--- src/rtl/bus_pkg.sv ---
// Shared types and constants for the data bus master.
package bus_pkg;

    typedef enum logic [2:0] {
        StIdle,
        StRd,
        StWr,
        StRmwRd,
        StRmwWr,
        StDone
    } t_bus_state;

    localparam logic [3:0] BYTE_ALL  = 4'b1111;
    localparam logic [3:0] BYTE_NONE = 4'b0000;

endpackage

--- src/rtl/byte_merge.sv ---
// Per-byte merge of a new word into an old word under a byte mask.
module byte_merge
    import bus_pkg::*;
(
    input  logic [31:0] old_word,
    input  logic [31:0] new_word,
    input  logic [3:0]  mask,
    output logic [31:0] merged_word
);

    // Byte i comes from new_word when mask[i] is set, otherwise from old_word.
    always_comb begin
        merged_word = old_word;
        for (int i = 0; i < 4; i++) begin
            if (mask[i]) begin
                merged_word[8*i +: 8] = new_word[8*i +: 8];
            end
        end
    end

endmodule

--- src/rtl/data_bus_master.sv ---
// Avalon-style data bus master for single word-aligned loads and stores.
// Partial stores use byte enables or an internal read-modify-write.
module data_bus_master
    import bus_pkg::*;
#(
    parameter bit USE_BYTEENABLE = 1'b1
) (
    input  logic        clk,
    input  logic        rst_n,
    input  logic        req_valid,
    input  logic        req_write,
    input  logic [31:0] req_addr,
    input  logic [31:0] req_wdata,
    input  logic [3:0]  req_mask,
    output logic        busy,
    output logic        rsp_done,
    output logic [31:0] rsp_rdata,
    output logic [31:0] avm_address,
    output logic        avm_read,
    output logic        avm_write,
    output logic [31:0] avm_writedata,
    output logic [3:0]  avm_byteenable,
    input  logic [31:0] avm_readdata,
    input  logic        avm_waitrequest
);

    t_bus_state  state_q, state_d;
    logic [31:0] wdata_q, wdata_d;
    logic [3:0]  mask_q, mask_d;
    logic [31:0] rdata_q, rdata_d;
    logic [31:0] address_q, address_d;
    logic [31:0] writedata_q, writedata_d;
    logic [3:0]  be_q, be_d;
    logic        read_q, read_d;
    logic        write_q, write_d;
    logic        busy_q, busy_d;
    logic        done_q, done_d;
    logic [31:0] merged_word;

    // Address bits [1:0] never reach the bus.
    logic unused_addr_lsb;
    assign unused_addr_lsb = ^req_addr[1:0];

    // Merges the word returned by the RMW read with the latched store bytes.
    byte_merge u_byte_merge (
        .old_word    (avm_readdata),
        .new_word    (wdata_q),
        .mask        (mask_q),
        .merged_word (merged_word)
    );

    // Next-state, request latching and next values of the registered outputs.
    always_comb begin
        state_d     = state_q;
        wdata_d     = wdata_q;
        mask_d      = mask_q;
        rdata_d     = rdata_q;
        address_d   = address_q;
        writedata_d = writedata_q;
        be_d        = be_q;

        unique case (state_q)
            StIdle: begin
                if (req_valid) begin
                    address_d = {req_addr[31:2], 2'b00};
                    wdata_d   = req_wdata;
                    mask_d    = req_mask;
                    if (!req_write) begin
                        state_d = StRd;
                        be_d    = BYTE_ALL;
                    end else if (req_mask == BYTE_NONE) begin
                        state_d = StDone;
                    end else if (req_mask == BYTE_ALL || USE_BYTEENABLE) begin
                        state_d     = StWr;
                        be_d        = req_mask;
                        writedata_d = req_wdata;
                    end else begin
                        state_d = StRmwRd;
                        be_d    = BYTE_ALL;
                    end
                end
            end
            StRd: begin
                if (!avm_waitrequest) begin
                    rdata_d = avm_readdata;
                    state_d = StDone;
                end
            end
            StWr: begin
                if (!avm_waitrequest) begin
                    state_d = StDone;
                end
            end
            StRmwRd: begin
                // The write-data register doubles as the merge register.
                if (!avm_waitrequest) begin
                    writedata_d = merged_word;
                    state_d     = StRmwWr;
                end
            end
            StRmwWr: begin
                if (!avm_waitrequest) begin
                    state_d = StDone;
                end
            end
            StDone: begin
                state_d = StIdle;
            end
            default: begin
                state_d = StIdle;
            end
        endcase

        // Strobes and status are decoded from the next state so they are registered.
        read_d  = (state_d == StRd) || (state_d == StRmwRd);
        write_d = (state_d == StWr) || (state_d == StRmwWr);
        busy_d  = (state_d != StIdle);
        done_d  = (state_d == StDone);
    end

    // State and output registers; reset clears everything asynchronously.
    always_ff @(posedge clk or negedge rst_n) begin
        if (!rst_n) begin
            state_q     <= StIdle;
            wdata_q     <= '0;
            mask_q      <= BYTE_NONE;
            rdata_q     <= '0;
            address_q   <= '0;
            writedata_q <= '0;
            be_q        <= BYTE_NONE;
            read_q      <= 1'b0;
            write_q     <= 1'b0;
            busy_q      <= 1'b0;
            done_q      <= 1'b0;
        end else begin
            state_q     <= state_d;
            wdata_q     <= wdata_d;
            mask_q      <= mask_d;
            rdata_q     <= rdata_d;
            address_q   <= address_d;
            writedata_q <= writedata_d;
            be_q        <= be_d;
            read_q      <= read_d;
            write_q     <= write_d;
            busy_q      <= busy_d;
            done_q      <= done_d;
        end
    end

    assign busy           = busy_q;
    assign rsp_done       = done_q;
    assign rsp_rdata      = rdata_q;
    assign avm_address    = address_q;
    assign avm_read       = read_q;
    assign avm_write      = write_q;
    assign avm_writedata  = writedata_q;
    assign avm_byteenable = be_q;

endmodule

--- config.mk ---
export PLATFORM = sky130hd
export DESIGN_NAME = data_bus_master
export DESIGN_NICKNAME = d
export VERILOG_FILES = /design/src/rtl/bus_pkg.sv /design/src/rtl/byte_merge.sv /design/src/rtl/data_bus_master.sv
export SDC_FILE = /design/constraint.sdc
export NUM_CORES = 1
export LEC_CHECK = 0
export CORE_MARGIN = 2
export CORE_UTILIZATION = 49
export DETAILED_ROUTE_END_ITERATION = 12
export PLACE_DENSITY = 0.89
export SYNTH_ARGS = -nofsm -noshare
export SYNTH_HDL_FRONTEND = slang
export SYNTH_SLANG_ARGS = --single-unit
--- constraint.sdc ---
create_clock -name clk -period 4 [get_ports clk]
set_input_delay 1.2 -clock clk [delete_from_list [all_inputs] [get_ports clk]]
set_output_delay 1.2 -clock clk [all_outputs]
set_load 0.01 [all_outputs]
==> results.py <==
metrics = {
    "yosys": {
        "synth_top_area_cell": "dfrtp_1",
        "yosysWarnings": 0,
        "synth_top_area_frac": 0.5890,
        "synthTopCellsByArea": "dfrtp_1, mux2_2, o21ai_0",
        "ys_seq_area_frac": 0.5890,
        "synth.cell_area_um2": 5991,
        "synth_seq_cells": 141,
        "syn_inst": 477,
        "yosysUniqueCellTypes": 31,
        "synth.avg_cell_area_um2": 12.56,
    },
    "placed_design": {
        "dp_hpwl_um": 10540,
        "io_buffers": 204,
        "gp_congestion": 0.8042,
        "placed_cells": 803,
    },
    "pwr": {
        "p_int_uw": 4658,
        "p_seq_frac": 0.387,
        "power_frac_clock": 0.208,
        "power_frac_comb": 0.405,
        "p_switching_uw": 2117,
        "p_sw_frac": 0.3124,
        "p_leak_uw": 0.003619,
        "ir_drop_uv": 499.7,
        "powerDensity_nw_per_um2": 784.3,
    },
    "critical_path": {
        "r2r_cells": 4,
        "reg2reg_setup_slack_ns": 1.74,
        "slowest_stage": "or4_1",
        "cp.required_ns": 4.27,
        "setup.worst_path.end_class": "register",
        "critPathKind": "in2reg",
        "r2r-end": "avm_writedata[6]$_DFFE_PN0P_",
        "worst_setup_path_start_kind": "input pin",
        "path_cells": "clkdlybuf4s50_1 -> or4_1 -> a32oi_4 -> buf_4 -> o21ai_0",
        "max_stage_delay_ns": 0.74,
        "r2r-start": "state_q[2]$_DFF_PN0_",
        "critPathLaunch": "req_mask[2]",
        "arrival_ns": 3.26,
        "crit_fanout": 34,
    },
    "floorplanning": {
        "design.core.area_um2": 11960,
        "row_count": 40,
        "dieArea_um2": 13130,
        "dieWidth_um": 114.6,
        "pin_count": 209,
        "start_util": 0.5008,
        "die-height_um": 114.6,
    },
    "global_routing": {
        "grtUsageTotal": 0.2398,
        "grt_start_max_net_pins": 77,
        "grt_pass1_wl_um": 23960,
        "grt_pass1_vias": 4848,
        "grt.overflow.total": 0,
        "grt_antenna_before_repair": 0,
    },
    "job": {
        "drv_cap": 0,
    },
    "cts": {
        "numCtsBuffers": 17,
        "clk_pin_slew_ns": 0.05,
        "ctsHoldBuffers": 0,
        "cts_tree": "built",
        "post-cts-setup-buffer-count": 0,
        "clk-insertion-delay-late_ns": 0.42,
        "cts.repair.resized": 0,
        "cts_buffer_depth": 2,
        "cts-root-buf": "clkbuf_16",
        "clock-sinks": 141,
        "cts_max_level": 4,
    },
    "timing": {
        "fin_setup_tns_ns": 0,
        "finalClockSkew_ns": 0.005457,
        "drv_slew": 0,
        "worst_pin_slew_ns": 1.085,
        "finalHoldViolCount": 0,
        "grt_setup_unrepaired": "false",
        "period_minus_slack_ns": 2.988,
        "relSlewSlack": 0.2769,
        "post-route-period-util": 0.7470,
        "fmax_ghz": 0.3347,
        "setup_violations": 0,
        "timing.hold.ws_ns": 0.4753,
    },
    "cells_and_area": {
        "fin_cells": 833,
        "drive_gt1_frac": 0.2041,
        "final_nets": 780,
        "seq_area_um2": 3528,
        "final_util": 0.7222,
        "syn2layout_area_growth_pct": 44.19,
        "multiInputGateArea_um2": 2271,
        "nFillCells": 821,
        "antenna_cells": 0,
    },
    "worst_hold_path": {
        "min_path_cells": 2,
        "hold_end": "avm_writedata[16]$_DFFE_PN0P_",
        "hp-class": "reg2reg",
        "hp-start": "avm_writedata[16]$_DFFE_PN0P_",
    },
    "routing": {
        "drt-wirelength-per-cell_um": 18.09,
        "via_per_inst": 5.345,
        "drt-total-wl_um": 15070,
        "drtPass1Iterations": 4,
        "drc_errors": 0,
        "drt_iter0_drc": 204,
        "ant_nets": 0,
        "vias": 4452,
    },
    "run_status": {
        "status": "completed",
    },
}
==> metal layers <==
metal	GRT usage	vias up	routed length (um)
li1	-	2059	-
met1	0.2725	2197	5847
met2	0.4020	156	7688
met3	0.08152	40	1044
met4	0.1228	0	484
met5	0	-	0
==> critical path: cells and delay by family <==
| family | cells | cell delay, ns |
|---|---|---|
| AND/OR/NAND/NOR | 1 | 0.74 |
| buffers and inverters | 2 | 0.84 |
| AO/OA/AOI/OAI | 2 | 0.47 |
==> final cells by class <==
| cell class | count | area share |
|---|---|---|
| flip-flops and latches | 141 | 0.4085 |
| multi-input cells | 300 | 0.2629 |
| repair buffers | 212 | 0.2449 |
| clock buffers | 23 | 0.05649 |
| well taps | 147 | 0.02129 |
| clock inverters | 7 | 0.004635 |
| inverters | 3 | 0.001304 |
==> cells in the final DEF, fill, tap and decap left out, types with 2 or more instances in the layout <==
cell,synthesis,final
nand2_1,68,68
nor2_1,8,8
clkbuf_16,0,17
clkbuf_1,8,2
dfrtp_1,141,141
a21oi_1,5,5
mux2_2,98,98
inv_1,3,3
clkbuf_8,0,4
buf_4,3,7
conb_1,1,2
clkinvlp_4,0,2
o22ai_1,4,4
o21ai_0,67,67
clkdlybuf4s50_1,0,203
mux2i_1,32,32
clkinv_2,0,5
==> worst max path at each step <==
stage                                          endpoint  slack, ns
final                     avm_writedata[23]$_DFFE_PN0P_       1.01
after global routing      avm_writedata[23]$_DFFE_PN0P_       0.95
after CTS                 avm_writedata[23]$_DFFE_PN0P_       1.05
after detailed placement  avm_writedata[23]$_DFFE_PN0P_       0.62
after global placement    avm_writedata[18]$_DFFE_PN0P_       0.68
after floorplan           avm_writedata[23]$_DFFE_PN0P_       1.37
==> kinds of logic (layout without fill, tap and decap cells) <==
group,count (synthesis),after routing,synth area share
AO/OA/AOI/OAI,81,81,0.07560
XOR/XNOR,1,1,0.001462
buffers and inverters,37,245,0.03529
flip-flops,141,141,0.5890
multiplexers,130,130,0.2377
other,1,2,0.0006260
AND/OR/NAND/NOR,86,86,0.06036
==> cell usage after synthesis, drive strengths merged <==
cell / number
and2: 1
o21a: 1
inv: 3
a21oi: 5
nand3b: 1
nor2b: 1
xnor2: 1
nor4b: 2
nor3: 1
nand2: 68
o22ai: 4
nor2: 8
or4: 1
clkbuf: 8
conb: 1
a2111o: 1
nand3: 1
a32oi: 2
mux2: 98
and3b: 1
o211ai: 1
mux2i: 32
nand2b: 1
buf: 26
dfrtp: 141
o21ai: 67
==> per-stage QoR <==
stage                     total power [uW]  worst slack, ns  area [um2]
after CTS                             6832            1.051        8638
after floorplan                       3938            1.370        5995
after global placement                5234           0.6753        8110
after detailed placement              5390           0.6176        8110
after global routing                  7149           0.9477        8638
final                                 6775            1.012        8638
==> flip-flops by register name (all words and copies together), names as in the netlist <==
register and flops:
rsp_done 1, wdata_q 32, avm_writedata 32, busy 1
state_q 3, avm_byteenable 4, avm_read 1, rsp_rdata 32
mask_q 4, avm_address 30, avm_write 1
==> power by group through the flow <==
stage               combinational (uW)  clock [uW]  sequential [uW]
finish                            2740        1410             2620
global placement                  2660           0             2580
floorplan                         1230           0             2700
global route                      2940        1490             2720
detailed placement                2750           0             2640
CTS                               2770        1440             2620
(Power assumes the default switching activity.)
